`src/rtl/fft8_bin_unloader.sv`:
```
// Captures the eight parallel fft8 bins on in_stb and streams them one bin per
// valid/ready beat with an approximate magnitude; one frame can wait in a pending slot.
module fft8_bin_unloader #(
   parameter int DATA_W = 16,
   parameter int DROP_W = 8
) (
   input  logic                  clk,
   input  logic                  rst,
   input  logic                  in_stb,
   input  logic [8*DATA_W-1:0]   in_real,
   input  logic [8*DATA_W-1:0]   in_imag,
   output logic                  m_valid,
   input  logic                  m_ready,
   output logic [DATA_W-1:0]     m_real,
   output logic [DATA_W-1:0]     m_imag,
   output logic [DATA_W-1:0]     m_mag,
   output logic [2:0]            m_index,
   output logic                  m_last,
   output logic                  ovf,
   input  logic                  clr_ovf,
   output logic [DROP_W-1:0]     drop_cnt
);

   // Handshake: a beat transfers on a rising edge where m_valid && m_ready;
   // while m_ready is low every m_* output holds its value.

   typedef enum logic {IDLE = 1'b0, STREAM = 1'b1} state_t;

   state_t                state, state_nxt;
   logic [8*DATA_W-1:0]   act_re, act_im;
   logic [8*DATA_W-1:0]   pend_re, pend_im;
   logic                  pend_valid;
   logic [2:0]            idx;

   logic beat, last_beat, load_in, promote, pend_cap, drop;

   always_comb begin
      beat      = (state == STREAM) && m_ready;
      last_beat = beat && (idx == 3'd7);
      load_in   = in_stb && ((state == IDLE) || (last_beat && !pend_valid));
      promote   = last_beat && pend_valid;
      // On a last beat with the slot full, promotion frees the slot for the new frame.
      pend_cap  = in_stb && (state == STREAM) && (last_beat ? pend_valid : !pend_valid);
      drop      = in_stb && (state == STREAM) && !last_beat && pend_valid;
   end

   always_ff @(posedge clk or negedge rst) begin
      if (!rst) state <= IDLE;
      else      state <= state_nxt;
   end

   always_comb begin
      state_nxt = state;
      case (state)
         IDLE:    if (in_stb) state_nxt = STREAM;
         STREAM:  if (last_beat && !pend_valid && !in_stb) state_nxt = IDLE;
         default: state_nxt = IDLE;
      endcase
   end

   always_comb begin
      m_valid = (state == STREAM);
      m_index = idx;
      m_last  = (state == STREAM) && (idx == 3'd7);
      m_real  = act_re[idx*DATA_W +: DATA_W];
      m_imag  = act_im[idx*DATA_W +: DATA_W];
   end

   always_ff @(posedge clk or negedge rst) begin
      if (!rst) begin
         act_re     <= '0;
         act_im     <= '0;
         pend_re    <= '0;
         pend_im    <= '0;
         pend_valid <= 1'b0;
         idx        <= 3'd0;
      end else begin
         if (load_in) begin
            act_re <= in_real;
            act_im <= in_imag;
         end else if (promote) begin
            act_re <= pend_re;
            act_im <= pend_im;
         end
         if (pend_cap) begin
            pend_re <= in_real;
            pend_im <= in_imag;
         end
         if (pend_cap)     pend_valid <= 1'b1;
         else if (promote) pend_valid <= 1'b0;
         if (last_beat || load_in) idx <= 3'd0;
         else if (beat)            idx <= idx + 3'd1;
      end
   end

   // A drop in the same cycle as clr_ovf wins and restarts the count at one.
   always_ff @(posedge clk or negedge rst) begin
      if (!rst) begin
         ovf      <= 1'b0;
         drop_cnt <= '0;
      end else if (drop) begin
         ovf <= 1'b1;
         if (clr_ovf)              drop_cnt <= DROP_W'(1);
         else if (drop_cnt != '1)  drop_cnt <= drop_cnt + DROP_W'(1);
      end else if (clr_ovf) begin
         ovf      <= 1'b0;
         drop_cnt <= '0;
      end
   end

   // One extra bit so that -32768 has a representable absolute value.
   logic signed [DATA_W:0] re_x, im_x;
   logic        [DATA_W:0] abs_re, abs_im, mag_max, mag_min, mag_sum;

   always_comb begin
      re_x    = {m_real[DATA_W-1], m_real};
      im_x    = {m_imag[DATA_W-1], m_imag};
      abs_re  = re_x[DATA_W] ? -re_x : re_x;
      abs_im  = im_x[DATA_W] ? -im_x : im_x;
      mag_max = (abs_re > abs_im) ? abs_re : abs_im;
      mag_min = (abs_re > abs_im) ? abs_im : abs_re;
      mag_sum = mag_max + (mag_min >> 1);
      m_mag   = mag_sum[DATA_W-1:0];
   end

endmodule

```
`config.mk`:
```
export PLATFORM = sky130hd
export DESIGN_NAME = fft8_bin_unloader
export DESIGN_NICKNAME = d
export VERILOG_FILES = /design/src/rtl/fft8_bin_unloader.sv
export SDC_FILE = /design/constraint.sdc
export NUM_CORES = 1
export LEC_CHECK = 0
export CAP_MARGIN = 40
export CORE_ASPECT_RATIO = 0.6
export CORE_MARGIN = 1.5
export CORE_UTILIZATION = 56
export DETAILED_ROUTE_END_ITERATION = 6
export PLACE_DENSITY = 0.82
export SYNTH_ARGS = -nofsm -noshare
export SYNTH_HDL_FRONTEND = slang
export SYNTH_SLANG_ARGS = --single-unit
```
`constraint.sdc`:
```
create_clock -name clk -period 10 [get_ports clk]
set_input_delay 1.5 -clock clk [delete_from_list [all_inputs] [get_ports clk]]
set_output_delay 1.5 -clock clk [all_outputs]
set_load 0.02 [all_outputs]
```
# Word level (Yosys, flattened, before mapping)
# Cells that the tools add are included.
[totals] out_inout_bits=62 elab_cells=64 regBits=526
[op_classes] shifts=2 bitwise=1 muxes=22 n_eq_ne=2 reduce_logical=22 magnitude_cmp=1 n_addsub=5
[op_table] cell="two-way mux 128 bit" count=4
[op_table] cell="variable part select 128 x 8 -> 16 bit" count=2
[op_table] cell="two-way mux 17 bit" count=3
[op_table] cell="negator 16 -> 17 bit" count=2
[op_table] cell="two-way mux 8 bit" count=4
[op_table] cell="greater-than comparator 17 bit" count=1
[op_table] cell="adder 16 bit" count=1
[op_table] cell="two-way mux 16 bit" count=1
[op_table] cell="logical AND 1 bit" count=11
[op_table] cell="nonzero test 2 bit" count=5
[op_table] cell="adder 8 x 1 -> 8 bit (second input constant)" count=1
[op_table] cell="!= test 8 bit (second input constant)" count=1
[op_table] cell="two-way mux 1 bit" count=7
[op_table] cell="two-way mux 3 bit" count=2
[op_table] cell="adder 3 x 1 -> 3 bit (second input constant)" count=1
[op_table] cell="equality test 3 bit (second input constant)" count=1
[op_table] cell="zero test 1 bit" count=3
[op_table] cell="logical OR 1 bit" count=2
[op_table] cell="one-hot mux 1 bit (2 select lines)" count=1
[op_table] cell="AND reduction 2 bit" count=1
[op_table] cell="inverter 1 bit" count=1

# Logic depth before layout (Yosys ltp)
[depth] depth_word=7 mapped_depth=33 mapped_depth_nobuf=27

# Worst setup path after synthesis
# OpenSTA, ideal clock, no wires.
[synth_timing] kind="reg2out" startpoint="reg idx[1], in the netlist m_index[1]" endpoint="out m_mag[12]" t_arrival_ns=7.034 required_ns=8.500 n_path_buf=6 path_stages_with_launch=31 slack_ns=1.466 cell_sequence="dfrtp_1 -> buf_6 -> buf_6 -> buf_6 -> buf_4 -> buf_2 -> mux4_2 -> mux2i_1 -> ha_1 -> nand4_1 -> o41ai_1 -> xnor2_1 -> inv_1 -> ha_1 -> a21o_1 -> a21o_1 -> a211o_1 -> a21o_1 -> nand2_1 -> clkbuf_1 -> mux2i_1 -> ha_1 -> inv_1 -> fa_1 -> nor2b_1 -> o21ai_0 -> a21boi_0 -> o21ai_0 -> o21ai_0 -> o22ai_1 -> xnor2_1"
[synth_via] elab_chain_cells=6
[synth_lines] item="start: declaration" line_no="33" text="logic [2:0] idx;"
[synth_lines] item="start signal: assignment" line_no="92" text="else if (beat) idx <= idx + 3'd1;"
[synth_lines] item="variable part select 128 x 8 -> 16 bit, on equally long branches" line_no="65, 66"
[synth_lines] item="negator 16 -> 17 bit, on equally long branches" line_no="118, 119"
[synth_lines] item="two-way mux 17 bit, on equally long branches" line_no="118, 119"
[synth_lines] item="greater-than comparator 17 bit" line_no="120, 121"
[synth_lines] item="two-way mux 16 bit or two-way mux 17 bit (tied branches)" line_no="120, 121"
[synth_lines] item="adder 16 bit *" line_no="122" text="mag_sum = mag_max + (mag_min >> 1);"
[synth_lines] item="end: declaration" line_no="16" text="output logic [DATA_W-1:0] m_mag,"
# Mark *: on every way between the ends. The rest lies on a longest branch, timed or not.

# Worst setup path after layout
[layout_timing] startpoint="reg idx[1], in the netlist m_index[1]" endpoint="out m_mag[14]"
# Same word-level chain as after synthesis.

==> flow_metrics.env <==
export IMPL_finalSetupViolations=0
export IMPL_globalplace_congestion=0.914
export IMPL_grt_pass1_vias=18900
export IMPL_wl_met1_um=31900
export IMPL_drive_gt1_share_pct=18.4
export IMPL_startpoint_type="register"
export IMPL_routedWlPerCell_um=23.4
export IMPL_tns_ns=0
export IMPL_synth_cell_types=63
export IMPL_multi_input_area_um2=12200
export IMPL_synth_nets=2532
export IMPL_wl_met2_um=32800
export IMPL_synthTopCellsByArea="dfrtp_1, mux2i_1, mux2_2, a21oi_1, mux4_2"
export IMPL_finalHoldViolCount=0
export IMPL_cts_tree="done"
export IMPL_synth_most_common_cell="dfrtp_1"
export IMPL_synth_area_um2=26100
export IMPL_die_h_um=170
export IMPL_antenna_found_initial=19
export IMPL_core_um2=46200
export IMPL_synth_flop_cell="dfrtp_1"
export IMPL_die_area_um2=48000
export IMPL_hold_class="register to register"
export IMPL_tightestPinTransition_ns=1.21
export IMPL_ys_ff_latch=526
export IMPL_synth_edf_count=0
export IMPL_overflow=0
export IMPL_syn2layout_area_growth_pct=22.2
export IMPL_period_needed_ns=9.52
export IMPL_cts_sinks=526
export IMPL_maxSlewViolCount=0
export IMPL_fin_skew_ns=0.0315
export IMPL_yosys_top_cells_count="dfrtp_1, mux2i_1, nor2_1"
export IMPL_area_sequential_um2=13200
export IMPL_ios=323
export IMPL_die_w_um=282
export IMPL_vias=18900
export IMPL_grt_use_total_pct=31.0
export IMPL_rsz0062_at_grt="no"
export IMPL_fmax_mhz=105
export IMPL_wl_met3_um=7240
export IMPL_drt_iter0_drc=1871
export IMPL_drc=0
export IMPL_ant_nets=0
export IMPL_grt_max_degree=245
export IMPL_cp_required_ns=8.50
export IMPL_synth_top_area_share_pct=50.4
export IMPL_cts_root_buf="clkbuf_16"
export IMPL_postSynthCellCount=2231
export IMPL_cts_inserted_buffers=49
export IMPL_viasPerCell=5.96
export IMPL_crit_type="register to output port"
export IMPL_yosysTopAreaCell="dfrtp_1"
export IMPL_final_nets=2795
export IMPL_path_max_fanout=40
export IMPL_worst_setup_path_end_kind="output port"
export IMPL_async_flop_share_pct=100
export IMPL_firstDrtPassIters=6
export IMPL_start_util_pct=56.6
export IMPL_drv_cap=0
export IMPL_wl_um=74200
export IMPL_nFillCells=3241
export IMPL_clock_path_buffers=3
export IMPL_num_rows=61
export IMPL_clkSlewWorstSetupHoldPaths_ns=0.07
export IMPL_io_buffers=322
export IMPL_highest_layer="met5"
export IMPL_grt_pass1_wl_um=112000
export IMPL_slew_headroom_pct=19.3
export IMPL_period_share_pct=95.2
export IMPL_synth_avg_cell_area_um2=11.7
export IMPL_status="finished clean"
export IMPL_crit_arrival_ns=8.02
export IMPL_ys_warnings_count=0
export IMPL_dp_hpwl_um=53100
export IMPL_htreeDepth=2
export IMPL_clk_latency_ns=0.60
export IMPL_synth_yosys_seq_area_share_pct=50.4
[layout make-up]
type / count / share of cell area, %
flip-flops and latches: 526 / 41.2
multi-input cells: 1514 / 38.3
repair buffers: 357 / 11.9
clock buffers: 68 / 4.41
well taps: 630 / 2.47
clock inverters: 19 / 1.04
inverters: 46 / 0.540
diodes: 15 / 0.117
[worst max-delay path, stage by stage (launching register included)]
cell	delay, ns
dfrtp_4	0.44
buf_16	0.28
mux4_2	0.60
mux2_2	0.36
nor4_4	0.41
nand4_1	0.31
o31ai_2	0.30
xor2_1	0.30
ha_1	0.31
a21o_1	0.18
a21o_1	0.18
a211o_1	0.29
a21o_1	0.15
nand2_1	0.26
buf_8	0.31
mux2i_1	0.27
ha_1	0.31
nor2b_1	0.15
o21ai_0	0.25
a21boi_0	0.18
o21ai_0	0.25
o21ai_0	0.17
o41ai_1	0.35
xnor2_1	0.17
clkdlybuf4s50_1	0.62
[cell families (layout without fill, tap and decap cells)]
kind of cell | count (synthesis) | in the layout | share of synthesized area (%)
other | 2 | 17 | 0.0287
DFF | 526 | 526 | 50.4
buffers and inverters | 191 | 490 | 3.00
AOI/OAI and AO/OA | 354 | 354 | 7.59
and+or+nand+nor | 438 | 438 | 7.14
xor gates and xnor gates | 44 | 44 | 1.47
muxes | 636 | 636 | 28.5
adders and majority gates | 40 | 40 | 1.94
[registers in the layout, summed over array words and instances, names as in the netlist]
register / count
m_index: 3
pend_valid: 1
ovf: 1
m_valid: 1
pend_re: 128
drop_cnt: 8
pend_im: 128
act_im: 128
act_re: 128
[repair_timing]
item | in CTS | in global routing
gates resized for setup | 0 | 11
setup buffers | 0 | 2
hold buffers | 0 | 0
endpoints found under the setup margin | 0 | 9
hold endpoints to repair | 0 | 0
[cell usage in the layout, fill, tap and decap left out, types with 38 or more instances in the layout]
master             n
inv_1             45
mux2i_1          305
dfrtp_1          524
clkbuf_16         49
nand2_1           49
a21oi_1          269
ha_1              38
mux2_2           268
clkdlybuf4s50_1  321
nor2_1           298
mux4_2            59
[routing by layer]
| layer | up-vias | GRT usage, % |
|---|---|---|
| met5 | - | 0 |
| li1 | 8537 | - |
| met3 | 138 | 10.0 |
| met2 | 675 | 45.5 |
| met1 | 9562 | 43.7 |
| met4 | 8 | 10.2 |
[worst paths after layout]
check                             start            to  slack [ns]  cells after the start
setup / recovery             m_index[1]     m_mag[14]        0.48                     24
hold / removal             pend_im[120]  pend_im[120]        0.51                      1
setup reg to reg             m_index[2]   pend_re[88]        5.85                      8
hold reg to reg            pend_im[120]  pend_im[120]        0.51                      1
max in group asynchronous           rst   pend_re[86]        7.00                      4
min in group asynchronous           rst    act_im[14]        0.92                      1
[stage by stage]
step / setup slack, ns / std cells / util [%] / hold slack [ns] / cell area [um^2]
2_1_floorplan: 1.47 / 2231 / - / 0.479 / 26100
3_3_place_gp: 0.641 / 3058 / 64.4 / 0.487 / 29800
5_1_grt: 0.0394 / 3173 / 69.2 / 0.515 / 31900
4_1_cts: 0.00857 / 3158 / 69.0 / 0.507 / 31800
3_5_place_dp: 0.700 / 3071 / 65.2 / 0.493 / 30100
6_report: 0.477 / 3175 / 69.2 / 0.506 / 31900
Power is left out: the tool's default activity adds up to more than one toggle a clock period on the data nets, which glitch-free logic cannot reach.
